[config.mk]
export PLATFORM = sky130hd
export DESIGN_NAME = imem_loader
export DESIGN_NICKNAME = d
export VERILOG_FILES = /design/src/rtl/imem_loader_pkg.sv /design/src/rtl/imem_loader_byte_packer.sv /design/src/rtl/imem_loader.sv
export SDC_FILE = /design/constraint.sdc
export NUM_CORES = 1
export LEC_CHECK = 0
export CAP_MARGIN = 20
export CORE_UTILIZATION = 49
export DETAILED_ROUTE_END_ITERATION = 10
export PLACE_DENSITY = 0.85
export SYNTH_ARGS = -nofsm -noshare
export SYNTH_HDL_FRONTEND = slang
export SYNTH_HIERARCHICAL = 1
export SYNTH_SLANG_ARGS = --single-unit
[constraint.sdc]
create_clock -name clk_i -period 2.4 [get_ports clk_i]
set_input_delay 0.48 -clock clk_i [delete_from_list [all_inputs] [get_ports clk_i]]
set_output_delay 0.48 -clock clk_i [all_outputs]
set_load 0.05 [all_outputs]
[src/rtl/imem_loader_pkg.sv]
// Shared types and constants for the instruction-memory loader.
// Loader FSM states and byte-lane geometry of a packed instruction word.
package imem_loader_pkg;

  typedef enum logic [1:0] {
    IDLE  = 2'd0,
    LOAD  = 2'd1,
    DONE  = 2'd2,
    ERROR = 2'd3
  } state_t;

  localparam int BYTES_PER_WORD = 4;
  localparam logic [7:0] PAD_BYTE = 8'h00;

endpackage

[src/rtl/imem_loader_byte_packer.sv]
// Little-endian byte-to-word assembler. word_valid_o is a combinational pulse on the
// handshake that completes a word; word_o is the completed word, zero-padded on a short last word.
module imem_loader_byte_packer
  import imem_loader_pkg::*;
(
  input  logic        clk_i,
  input  logic        rst_i,
  input  logic        clear_i,
  input  logic        push_i,
  input  logic [7:0]  data_i,
  input  logic        last_i,
  output logic        word_valid_o,
  output logic [31:0] word_o
);

  logic [1:0]  idx_reg;
  logic [31:0] pack_reg;

  assign word_valid_o = push_i & (last_i | (idx_reg == 2'(BYTES_PER_WORD - 1)));

  // Lanes below the index come from the accumulator, the current lane from the
  // incoming byte, and anything above it is padding.
  generate
    for (genvar gi = 0; gi < BYTES_PER_WORD; gi++) begin : g_lane
      assign word_o[8*gi +: 8] = (2'(gi) < idx_reg)  ? pack_reg[8*gi +: 8] :
                                 (2'(gi) == idx_reg) ? data_i : PAD_BYTE;
    end
  endgenerate

  always_ff @(posedge clk_i) begin
    if (!rst_i) begin
      idx_reg  <= 2'd0;
      pack_reg <= 32'd0;
    end else if (clear_i || word_valid_o) begin
      idx_reg  <= 2'd0;
      pack_reg <= 32'd0;
    end else if (push_i) begin
      pack_reg[8*idx_reg +: 8] <= data_i;
      idx_reg                  <= idx_reg + 2'd1;
    end
  end

endmodule

[src/rtl/imem_loader.sv]
// Streams program bytes into instruction memory one 32-bit word at a time and
// releases the CPU (cpu_start_o) only after the full image has been written.
module imem_loader
  import imem_loader_pkg::*;
#(
  parameter int DEPTH_WORDS = 256,
  parameter int CNT_W       = $clog2(DEPTH_WORDS) + 1
) (
  input  logic             clk_i,
  input  logic             rst_i,
  input  logic             load_req_i,
  input  logic             byte_valid_i,
  input  logic [7:0]       byte_data_i,
  input  logic             byte_last_i,
  output logic             byte_ready_o,
  output logic             mem_we_o,
  output logic [31:0]      mem_addr_o,
  output logic [31:0]      mem_data_o,
  output logic             cpu_start_o,
  output logic             busy_o,
  output logic [CNT_W-1:0] words_o,
  output logic             overflow_err_o
);

  localparam int IDX_W = $clog2(DEPTH_WORDS);

  state_t           state_reg, state_next;
  state_t           drain_to_reg, drain_to_next;
  logic             drain_reg, drain_next;
  logic             start;
  logic             handshake;
  logic             word_done;
  logic [31:0]      word;
  logic [CNT_W-1:0] word_cnt_reg;
  logic             we_reg;
  logic [31:0]      addr_reg;
  logic [31:0]      data_reg;

  // While draining the final (or overflowing) word, the loader stays in LOAD
  // but refuses bytes until the write has gone out.
  assign byte_ready_o   = (state_reg == LOAD) && !drain_reg;
  assign handshake      = byte_valid_i & byte_ready_o;
  assign busy_o         = (state_reg == LOAD);
  assign cpu_start_o    = (state_reg == DONE);
  assign overflow_err_o = (state_reg == ERROR);
  assign words_o        = word_cnt_reg;
  assign mem_we_o       = we_reg;
  assign mem_addr_o     = addr_reg;
  assign mem_data_o     = data_reg;

  imem_loader_byte_packer u_packer (
    .clk_i        (clk_i),
    .rst_i        (rst_i),
    .clear_i      (start),
    .push_i       (handshake),
    .data_i       (byte_data_i),
    .last_i       (byte_last_i),
    .word_valid_o (word_done),
    .word_o       (word)
  );

  always_comb begin
    state_next    = state_reg;
    drain_next    = drain_reg;
    drain_to_next = drain_to_reg;
    start         = 1'b0;
    case (state_reg)
      IDLE, DONE, ERROR: begin
        if (load_req_i) begin
          state_next = LOAD;
          start      = 1'b1;
        end
      end
      LOAD: begin
        if (drain_reg) begin
          state_next = drain_to_reg;
          drain_next = 1'b0;
        end else if (word_done) begin
          if (byte_last_i) begin
            drain_next    = 1'b1;
            drain_to_next = DONE;
          end else if (word_cnt_reg == CNT_W'(DEPTH_WORDS - 1)) begin
            drain_next    = 1'b1;
            drain_to_next = ERROR;
          end
        end
      end
      default: state_next = IDLE;
    endcase
  end

  always_ff @(posedge clk_i) begin
    if (!rst_i) begin
      state_reg    <= IDLE;
      drain_reg    <= 1'b0;
      drain_to_reg <= IDLE;
      word_cnt_reg <= '0;
      we_reg       <= 1'b0;
      addr_reg     <= 32'd0;
      data_reg     <= 32'd0;
    end else begin
      state_reg    <= state_next;
      drain_reg    <= drain_next;
      drain_to_reg <= drain_to_next;
      we_reg       <= word_done;
      if (start) begin
        word_cnt_reg <= '0;
      end else if (word_done) begin
        word_cnt_reg <= word_cnt_reg + CNT_W'(1);
      end
      if (word_done) begin
        addr_reg <= {{(32 - IDX_W - 2){1'b0}}, word_cnt_reg[IDX_W-1:0], 2'b00};
        data_reg <= word;
      end
    end
  end

endmodule

---- Yosys cells after proc, flatten, opt, wreduce, memory -nomap -nowiden ----
Index checks and enable logic that the tools add are counted.
operators by class
  reduce and logical (&&, ||, !) cells .... 11
  magnitude comparators ................... 4
  shift operators ......................... 2
  equality and inequality tests ........... 10
  multiplexer cells ....................... 20
  add/sub/neg operators ................... 3
  bitwise logic cells ..................... 5
operators by type and width
  cell                                                                      count
  8-bit 2-to-1 mux                                                          8
  5-bit negator with 34-bit output                                          1
  8-bit by 34-bit variable shift with 32-bit output (first input constant)  1
  8-bit by 34-bit indexed part select with 32-bit output                    1
  32-bit bitwise mux                                                        1
  9-bit by 1-bit adder with 9-bit output (second input constant)            1
  9-bit by 8-bit == test with 1-bit output (second input constant)          1
  2-bit 2-to-1 mux                                                          4
  2-bit == test (second input constant)                                     3
  1-bit 2-to-1 mux                                                          6
  2-bit == test (first input constant)                                      2
  2-bit logical NOT                                                         2
  1-bit by 2-bit < comparator with 1-bit output (first input constant)      2
  2-bit < comparator (first input constant)                                 2
  2-bit one-hot mux with 2 select lines                                     1
  4-bit AND reduction                                                       1
  2-bit OR reduction                                                        2
  3-bit OR reduction                                                        1
  2-bit by 1-bit adder with 2-bit output (second input constant)            1
  1-bit AND                                                                 2
  1-bit by 2-bit == test with 1-bit output (first input constant)           1
  2-bit by 1-bit == test with 1-bit output (second input constant)          1
  2-bit by 1-bit != test with 1-bit output (second input constant)          1
  2-bit != test (second input constant)                                     1
  7 further kinds                                                           8
storage, ports and cells
  register bits after elaboration ......... 89
  output and inout port bits .............. 78
  word-level logic and storage cells ...... 64
  input port bits ......................... 13

---- Depth between registers and ports, before layout ----
Gate-level depths: netlist of the first run.
  word-level depth ........................ 6
  gate-level depth with buffers ........... 9
  gate-level depth less buffers ........... 6

---- By module ----
The synthesis of the first run kept the hierarchy.
by module, submodules not included
  module                   cells each  area each (sq um)  times used  seq. area each (sq um)
  imem_loader              224         2,225.9            1           1,101.1
  imem_loader_byte_packer  178         1,488.9            1           520.5

---- Worst setup path before layout of the first run ----
Ideal clock, no wire load.
  path type ............................... register to register
  start point ............................. reg state_reg[0]
  end point ............................... reg word_cnt_reg[7], in the netlist words_o[7]
  required time ........................... 2,326 ps
  path buffers ............................ 2
  clock period less this slack ............ 2,535 ps
  data arrival time ....................... 2,461 ps
  stages on the path, launching flop included .. 9
  library setup time ...................... 74 ps
  path slack .............................. -135 ps
  cells stage by stage .................... dfxtp_1 -> nor3b_2 -> and2_1 -> buf_4 -> o21a_1 -> clkbuf_1 -> nand3_1 -> or4_1 -> a21oi_1
on the way
  longest elaborated chain between the ends .. 4
  elaborated cells between the ends (all ways) .. 10
  those cells by class .................... eq/ne: 3; mux: 1; bitwise: 2; reduce/logical: 4
ends and longest elaborated chain
  element                                   line                           source
  start, declared                           imem_loader.sv:27              state_t state_reg, state_next;
  start signal, assigned                    imem_loader.sv:102             state_reg <= state_next;
  2-bit by 1-bit == test with 1-bit output  imem_loader.sv:41              assign byte_ready_o = (state_reg == LOAD) && !drain_reg;
  1-bit logical AND                         imem_loader.sv:41
  named net byte_ready_o                    imem_loader.sv:15              output logic byte_ready_o,
  1-bit AND                                 imem_loader.sv:42              assign handshake = byte_valid_i & byte_ready_o;
  named net handshake                       imem_loader.sv:31              logic handshake;
  1-bit AND                                 imem_loader_byte_packer.sv:19  assign word_valid_o = push_i & (last_i | (idx_reg == 2'(BYTES_PER_WORD - 1)));
  named net word_done                       imem_loader.sv:32              logic word_done;
  end signal, assigned                      imem_loader.sv:109             word_cnt_reg <= word_cnt_reg + CNT_W'(1);
  end, declared                             imem_loader.sv:34              logic [CNT_W-1:0] word_cnt_reg;
The timed path passes the listed nets, and every way through them passes these cells.
A chain may end at the register's enable or synchronous reset.

---- Worst setup path in the final report of the first run ----
  start point ............................. reg state_reg[1]
  end point ............................... out cpu_start_o
on the way
  longest elaborated chain between the ends .. 1
ends and longest elaborated chain
  element        line               source
  2-bit == test  imem_loader.sv:44  assign cpu_start_o = (state_reg == DONE);
  end, declared  imem_loader.sv:19  output logic cpu_start_o,
No other way between the ends.

==> results of run 1 <==
placed cells by master, fill, tap and decap left out, types with 2 or more instances in the layout:
cell type / n
clkbuf_8: 11
xnor2_1: 2
nand3_1: 11
nor2b_1: 4
and2_2: 8
nand2_1: 37
a21oi_2: 10
conb_1: 24
dfxtp_1: 81
nor2_1: 61
or4_1: 2
ha_1: 8
and2_1: 3
clkdlybuf4s50_1: 64
a21oi_1: 10
and2_0: 2
a22o_1: 8
and4_1: 2
buf_4: 11
a32oi_1: 8
o21ai_0: 11
o21a_1: 2
clkinvlp_4: 2
mux2_2: 8
inv_1: 6
nand4_1: 9
a31oi_1: 2
clkinv_2: 3
mux2i_1: 41
xor2_1: 3
logic make-up (layout without fill, tap and decap cells):
group           Yosys count  after routing  synth area share
fa+ha+maj                 8              8           0.02695
mux                      49             49            0.1347
compound gates           58             58            0.1125
buf+inv                  54            100           0.08993
flops                    81             81            0.4365
other cells               1             24          0.001009
xor+xnor                  5              5           0.01179
simple gates            146            146            0.1866
per-layer routing:
metal	vias to the layer above	routed length, um
met4	0	189
met5	-	0
met2	100	3750
met3	16	511
li1	1463	-
met1	1396	3869
synth_stat cells (2+ instances only):
| cell | instances | area share |
|---|---|---|
| buf_2 | 6 | 0.0081 |
| and2_0 | 2 | 0.0034 |
| buf_4 | 25 | 0.051 |
| mux2i_1 | 41 | 0.11 |
| and2_1 | 3 | 0.0051 |
| buf_8 | 2 | 0.0081 |
| dfxtp_1 | 81 | 0.44 |
| a21oi_2 | 10 | 0.024 |
| and2_2 | 8 | 0.016 |
| o21a_1 | 3 | 0.0061 |
| a31oi_1 | 2 | 0.0034 |
| nand2_1 | 37 | 0.037 |
| a32oi_1 | 8 | 0.019 |
| xnor2_1 | 2 | 0.0047 |
| and4_1 | 2 | 0.0047 |
| nor2_1 | 61 | 0.062 |
| o21ai_0 | 11 | 0.015 |
| nand3_1 | 11 | 0.015 |
| nor3b_2 | 2 | 0.0067 |
| ha_1 | 8 | 0.027 |
| clkbuf_1 | 13 | 0.013 |
| nand4_1 | 9 | 0.015 |
| a21oi_1 | 10 | 0.013 |
| nor2b_1 | 4 | 0.0067 |
| or4_1 | 2 | 0.0040 |
| xor2_1 | 3 | 0.0071 |
| inv_1 | 6 | 0.0061 |
| mux2_2 | 8 | 0.024 |
| a22o_1 | 8 | 0.019 |
power by group through the flow:
| stage | Clock [mW] | Combinational [mW] | Sequential, mW |
|---|---|---|---|
| 5_1_grt | 0.976 | 0.320 | 1.37 |
| 6_report | 0.893 | 0.301 | 1.36 |
| 3_3_place_gp | 0 | 0.294 | 1.39 |
| 4_1_cts | 0.916 | 0.299 | 1.36 |
| 3_5_place_dp | 0 | 0.298 | 1.40 |
| 2_1_floorplan | 0 | 0.238 | 1.41 |
metrics by stage:
stage          worst slack (ps)    util
6_report                  177.4  0.6256
2_1_floorplan             74.48       -
5_1_grt                   62.52  0.6256
3_5_place_dp              254.7  0.6004
3_3_place_gp              365.6  0.6004
4_1_cts                   27.75  0.6253
critical path, delay by kind of cell, from the launching register on:
family,cells,cell delay (ps)
simple gates,1,160
flops,1,440
buf+inv,1,810
layout make-up:
cell class,count,area share
Clock buffer,11,0.03319
Clock inverter,5,0.006583
Inverter,7,0.005760
Multi-Input combinational cell,290,0.4062
Sequential cell,81,0.3555
Tap cell,99,0.02715
Timing Repair Buffer,77,0.1657
repair_timing:
item,in CTS,in global routing
hold endpoints to repair,0,0
endpoints found under the setup margin,0,1
resized for setup,0,1
setup buffers,0,0
worst paths after layout:
| kind | depth (start not counted) | slack, ps | end | start |
|---|---|---|---|---|
| min reg2reg | 2 | 460 | u_packer/pack_reg[1] | u_packer/pack_reg[1] |
| min | 2 | 460 | u_packer/pack_reg[1] | u_packer/pack_reg[1] |
| max reg2reg | 5 | 230 | words_o[7] | u_packer/idx_reg[1] |
| max | 2 | 180 | cpu_start_o | state_reg[1] |
==> metrics.txt, run 1 <==
max FFs per register 32; antenna fix cells 0; # setup viols final 0; GRT Total Usage 0.2253; Post-synth EDFFs 0; final instance area 4562 sq um; antenna violations before repair 0; startpoint types register; Internal 1.863 mW; switching power 0.6943 mW; filler cell count in the final layout 606; GR Layer Usage met3 0.04155; Max Fanout on Critical Path 6; minimum clock period 2223 ps; prevailing post-synth register cell dfxtp_1; # clock sinks 81; post-synthesis register bit count 81; GR Layer Usage met1 0.3033; Ys Warns 6; GPL Wtd Cong 0.8104; CTS Buffer Depth 2; area of the multi-input gates 1853 sq um; critical path endpoint category output pin; worst path required time 1920 ps; RSZ-0062 raised after global routing no; Die Wd 89.07 um; area added between synthesis and finish 22.80%; min-delay worst type register to register; drt initial violations 191; router iterations before antenna repair 4; Initial Utilization 0.5094; vias in the first global route 2,833; die area 7933 sq um; sequential area share after synthesis 0.4365; Slew @ Worst Pin 652.2 ps; PortBufs 66; CP max stage delay 810 ps; total negative slack 0 ps; FF/Latch Area 1622 sq um; worst skew pair latency 340 ps; Final #Nets 487; Reg power frac 0.533; async set-reset flop share out of synthesis 0; num ports 91; FP Rows 31; critical path class register to output pin; Core Region 7292 sq um; peak supply drop 0.2788 mV; critical-path cell list nor2b_1 > clkdlybuf4s50_1; first-pass GRT wire length 13,740 um; Post-Place Cell Area 4378 sq um; CTS tree yes; Setup Skew 6.720 ps; Switching Share 0.2715; total CTS buffers 9; Clock Power Share 0.349; post-synth cell types 43; Top Usage Layer GRT met2; WL/cell 14.60 um; f_max 449.9 MHz; headroom to the max-slew limit 0.5643; Comb power frac 0.117; CTS HTree Levels 3; antenna-violating nets left 0; Final Max Slew Viols 0; max_cap viols 0; largest net degree at the start of global routing 33; clock slew at reported path FFs 80 ps; Die Y 89.07 um; Final Power 2.557 mW; Via Count 2,975; power per cell area 560.6 nW/um^2; cell area after synthesis 3715 sq um; Mapped Cells 402; CTS root buf clkbuf_8; DR DRC count 0; vias per cell 5.219; Hold Fails Final Rpt 0; final wirelength 8321 um; share of cells above drive strength 1 0.1274; grt met2 use 0.3615; total congestion overflow 0; syn avg cell area 9.241 sq um; Hold Slack 457.7 ps; Leakage Power 1.627 nW; Critical Path Slowest Stage Cell clkdlybuf4s50_1; cts hold-fix bufs 0; WP data arrival 1740 ps; status finished clean; non-filler cells, final 570; final worst-path cycle share 0.9261; dpl hpwl 5682 um; Placed Cells 554
Note: power is estimated with default switching activity, not from simulation.
==> inputs of run 2 (changes only) <==
--- a/config.mk
+++ b/config.mk
@@ -8,6 +8,7 @@
 export CAP_MARGIN = 20
 export CORE_UTILIZATION = 49
 export DETAILED_ROUTE_END_ITERATION = 10
+export MAX_ROUTING_LAYER = met4
 export PLACE_DENSITY = 0.85
 export SYNTH_ARGS = -nofsm -noshare
 export SYNTH_HDL_FRONTEND = slang
==> metrics.txt, run 2 (synthesis gave the netlist of run 1 again) <==
status finished clean (unchanged); worst path required time 1920 ps (about the same); # setup viols final 0 (unchanged); setup bufs post-CTS 0 (unchanged); f_max 449.8 MHz (was 449.9 MHz); total congestion overflow 0 (unchanged); total negative slack 0 ps (unchanged); PortBufs 66 (unchanged); cts hold-fix bufs 0 (unchanged); clock slew at reported path FFs 80 ps (about the same); minimum clock period 2223 ps (about the same); antenna fix cells 0 (unchanged); antenna violations before repair 0 (unchanged); CTS root buf clkbuf_8 (unchanged); max_cap viols 0 (unchanged); final wirelength 8349 um (was 8321 um); CP max stage delay 810 ps (about the same); first-pass GRT wire length 13,740 um (about the same); final worst-path cycle share 0.9263 (was 0.9261); CTS tree yes (unchanged); min-delay worst type register to register (unchanged); reg-to-reg endpoint words_o[7] (unchanged); worst hold start u_packer/pack_reg[1] (unchanged); num ports 91 (unchanged); dpl hpwl 5682 um (unchanged); die area 7933 sq um (unchanged); worst skew pair latency 340 ps (about the same); Leakage Power 1.627 nW (unchanged); max FFs per register 32 (unchanged); startpoint types register (unchanged); commonest cells after routing, fill and taps aside dfxtp_1 (81), clkdlybuf4s50_1 (64), nor2_1 (61) (unchanged); origin of the critical flop-to-flop path u_packer/idx_reg[1] (unchanged); Final Max Slew Viols 0 (unchanged); router iterations before antenna repair 4 (unchanged); Final #Nets 487 (unchanged); Die Wd 89.07 um (unchanged); Setup Skew 8.417 ps (was 6.720 ps); hold worst-path end u_packer/pack_reg[1] (unchanged); FP Rows 31 (unchanged); peak supply drop 0.2789 mV (was 0.2788 mV); headroom to the max-slew limit 0.5612 (was 0.5643); Die Y 89.07 um (unchanged); largest net degree at the start of global routing 33 (unchanged); share of cells above drive strength 1 0.1274 (unchanged); WP data arrival 1740 ps (about the same); register-to-register setup slack 210 ps (was 230 ps); WHS Path Cells 2 (unchanged); power per cell area 561.3 nW/um^2 (was 560.6 nW/um^2); filler cell count in the final layout 606 (unchanged); drt initial violations 183 (was 191); area added between synthesis and finish 22.80% (unchanged); Initial Utilization 0.5094 (unchanged); DR DRC count 0 (unchanged); Max Fanout on Critical Path 6 (unchanged); # clock sinks 81 (unchanged); critical-path cell list nor2b_1 > clkdlybuf4s50_1 (unchanged); Critical Path Slowest Stage Cell clkdlybuf4s50_1 (unchanged); RSZ-0062 raised after global routing no (unchanged); critical path endpoint category output pin (unchanged); Final Power 2.560 mW (was 2.557 mW); critical path class register to output pin (unchanged); Slew @ Worst Pin 656.8 ps (was 652.2 ps); post-CTS sizing 0 (unchanged); antenna-violating nets left 0 (unchanged); GRT Total Usage 0.2321 (was 0.2253); vias per cell 5.221 (was 5.219); CTS Buffer Depth 2 (unchanged); CTS HTree Levels 3 (unchanged); Core Region 7292 sq um (unchanged); vias in the first global route 2,836 (was 2,833); Via Count 2,976 (was 2,975); GPL Wtd Cong 0.8224 (was 0.8104); total CTS buffers 9 (unchanged); WL/cell 14.65 um (was 14.60 um); Hold Fails Final Rpt 0 (unchanged); Register-to-Register Path Depth 5 (unchanged); most common cell after layout, fill and taps aside dfxtp_1 (unchanged)
## run 2: cell counts in the layout (fill, tap and decap cells not counted)
Identical to the previous run, type by type.
## run 2: area by class of cell
cell class              count  area [sq um]  share of cell area
multi-input cells         290          1853              0.4062
flip-flops and latches     81          1622              0.3555
repair buffers             77         755.7              0.1657
clock buffers              11         151.4             0.03319
well taps                  99         123.9             0.02715
clock inverters             5         30.03            0.006583
inverters                   7         26.28            0.005760
## run 2: report_power, final
| group | total [mW] | switching (mW) | internal [mW] |
|---|---|---|---|
| Combinational | 0.301 | 0.218 | 0.0824 |
| Clock | 0.896 | 0.469 | 0.427 |
| Sequential | 1.36 | 0.00954 | 1.35 |
| Total | 2.56 | 0.697 | 1.86 |
## run 2: per-stage QoR
| step | cells | hold slack, ps | area (sq um) | worst slack, ps | util |
|---|---|---|---|---|---|
| 3_3_place_gp | 554 | 440.6 | 4378 | 365.6 | 0.6004 |
| 4_1_cts | 570 | 460.5 | 4559 | 27.75 | 0.6253 |
| 2_1_floorplan | 425 | 430.4 | 3807 | 74.48 | - |
| 5_1_grt | 570 | 473.5 | 4562 | 62.53 | 0.6256 |
| 3_5_place_dp | 554 | 449.4 | 4378 | 254.7 | 0.6004 |
| 6_report | 570 | 457.2 | 4562 | 177.0 | 0.6256 |
## run 2: worst max-delay path by stage
stage,startpoint,endpoint,slack (ps),depth (start not counted)
2_1_floorplan,state_reg[0],words_o[7],70,8
3_5_place_dp,u_packer/idx_reg[1],words_o[7],250,5
5_1_grt,state_reg[1],cpu_start_o,60,2
3_3_place_gp,u_packer/idx_reg[1],words_o[7],370,5
4_1_cts,state_reg[0],byte_ready_o,30,2
6_report,state_reg[1],cpu_start_o,180,2
## run 2: layer usage
metal  GRT usage  share of wire  vias up
met5           -              0        -
met4     0.08514          0.019        0
met3     0.04155          0.068       14
met2      0.3622           0.45      110
met1      0.3022           0.46     1388
li1            -              -     1464
## run 2: worst max-delay path, delay by kind of cell (launching register included)
kind,cells,cell delay [ps]
buffers and inverters,1,810
DFF,1,440
and+or+nand+nor,1,160
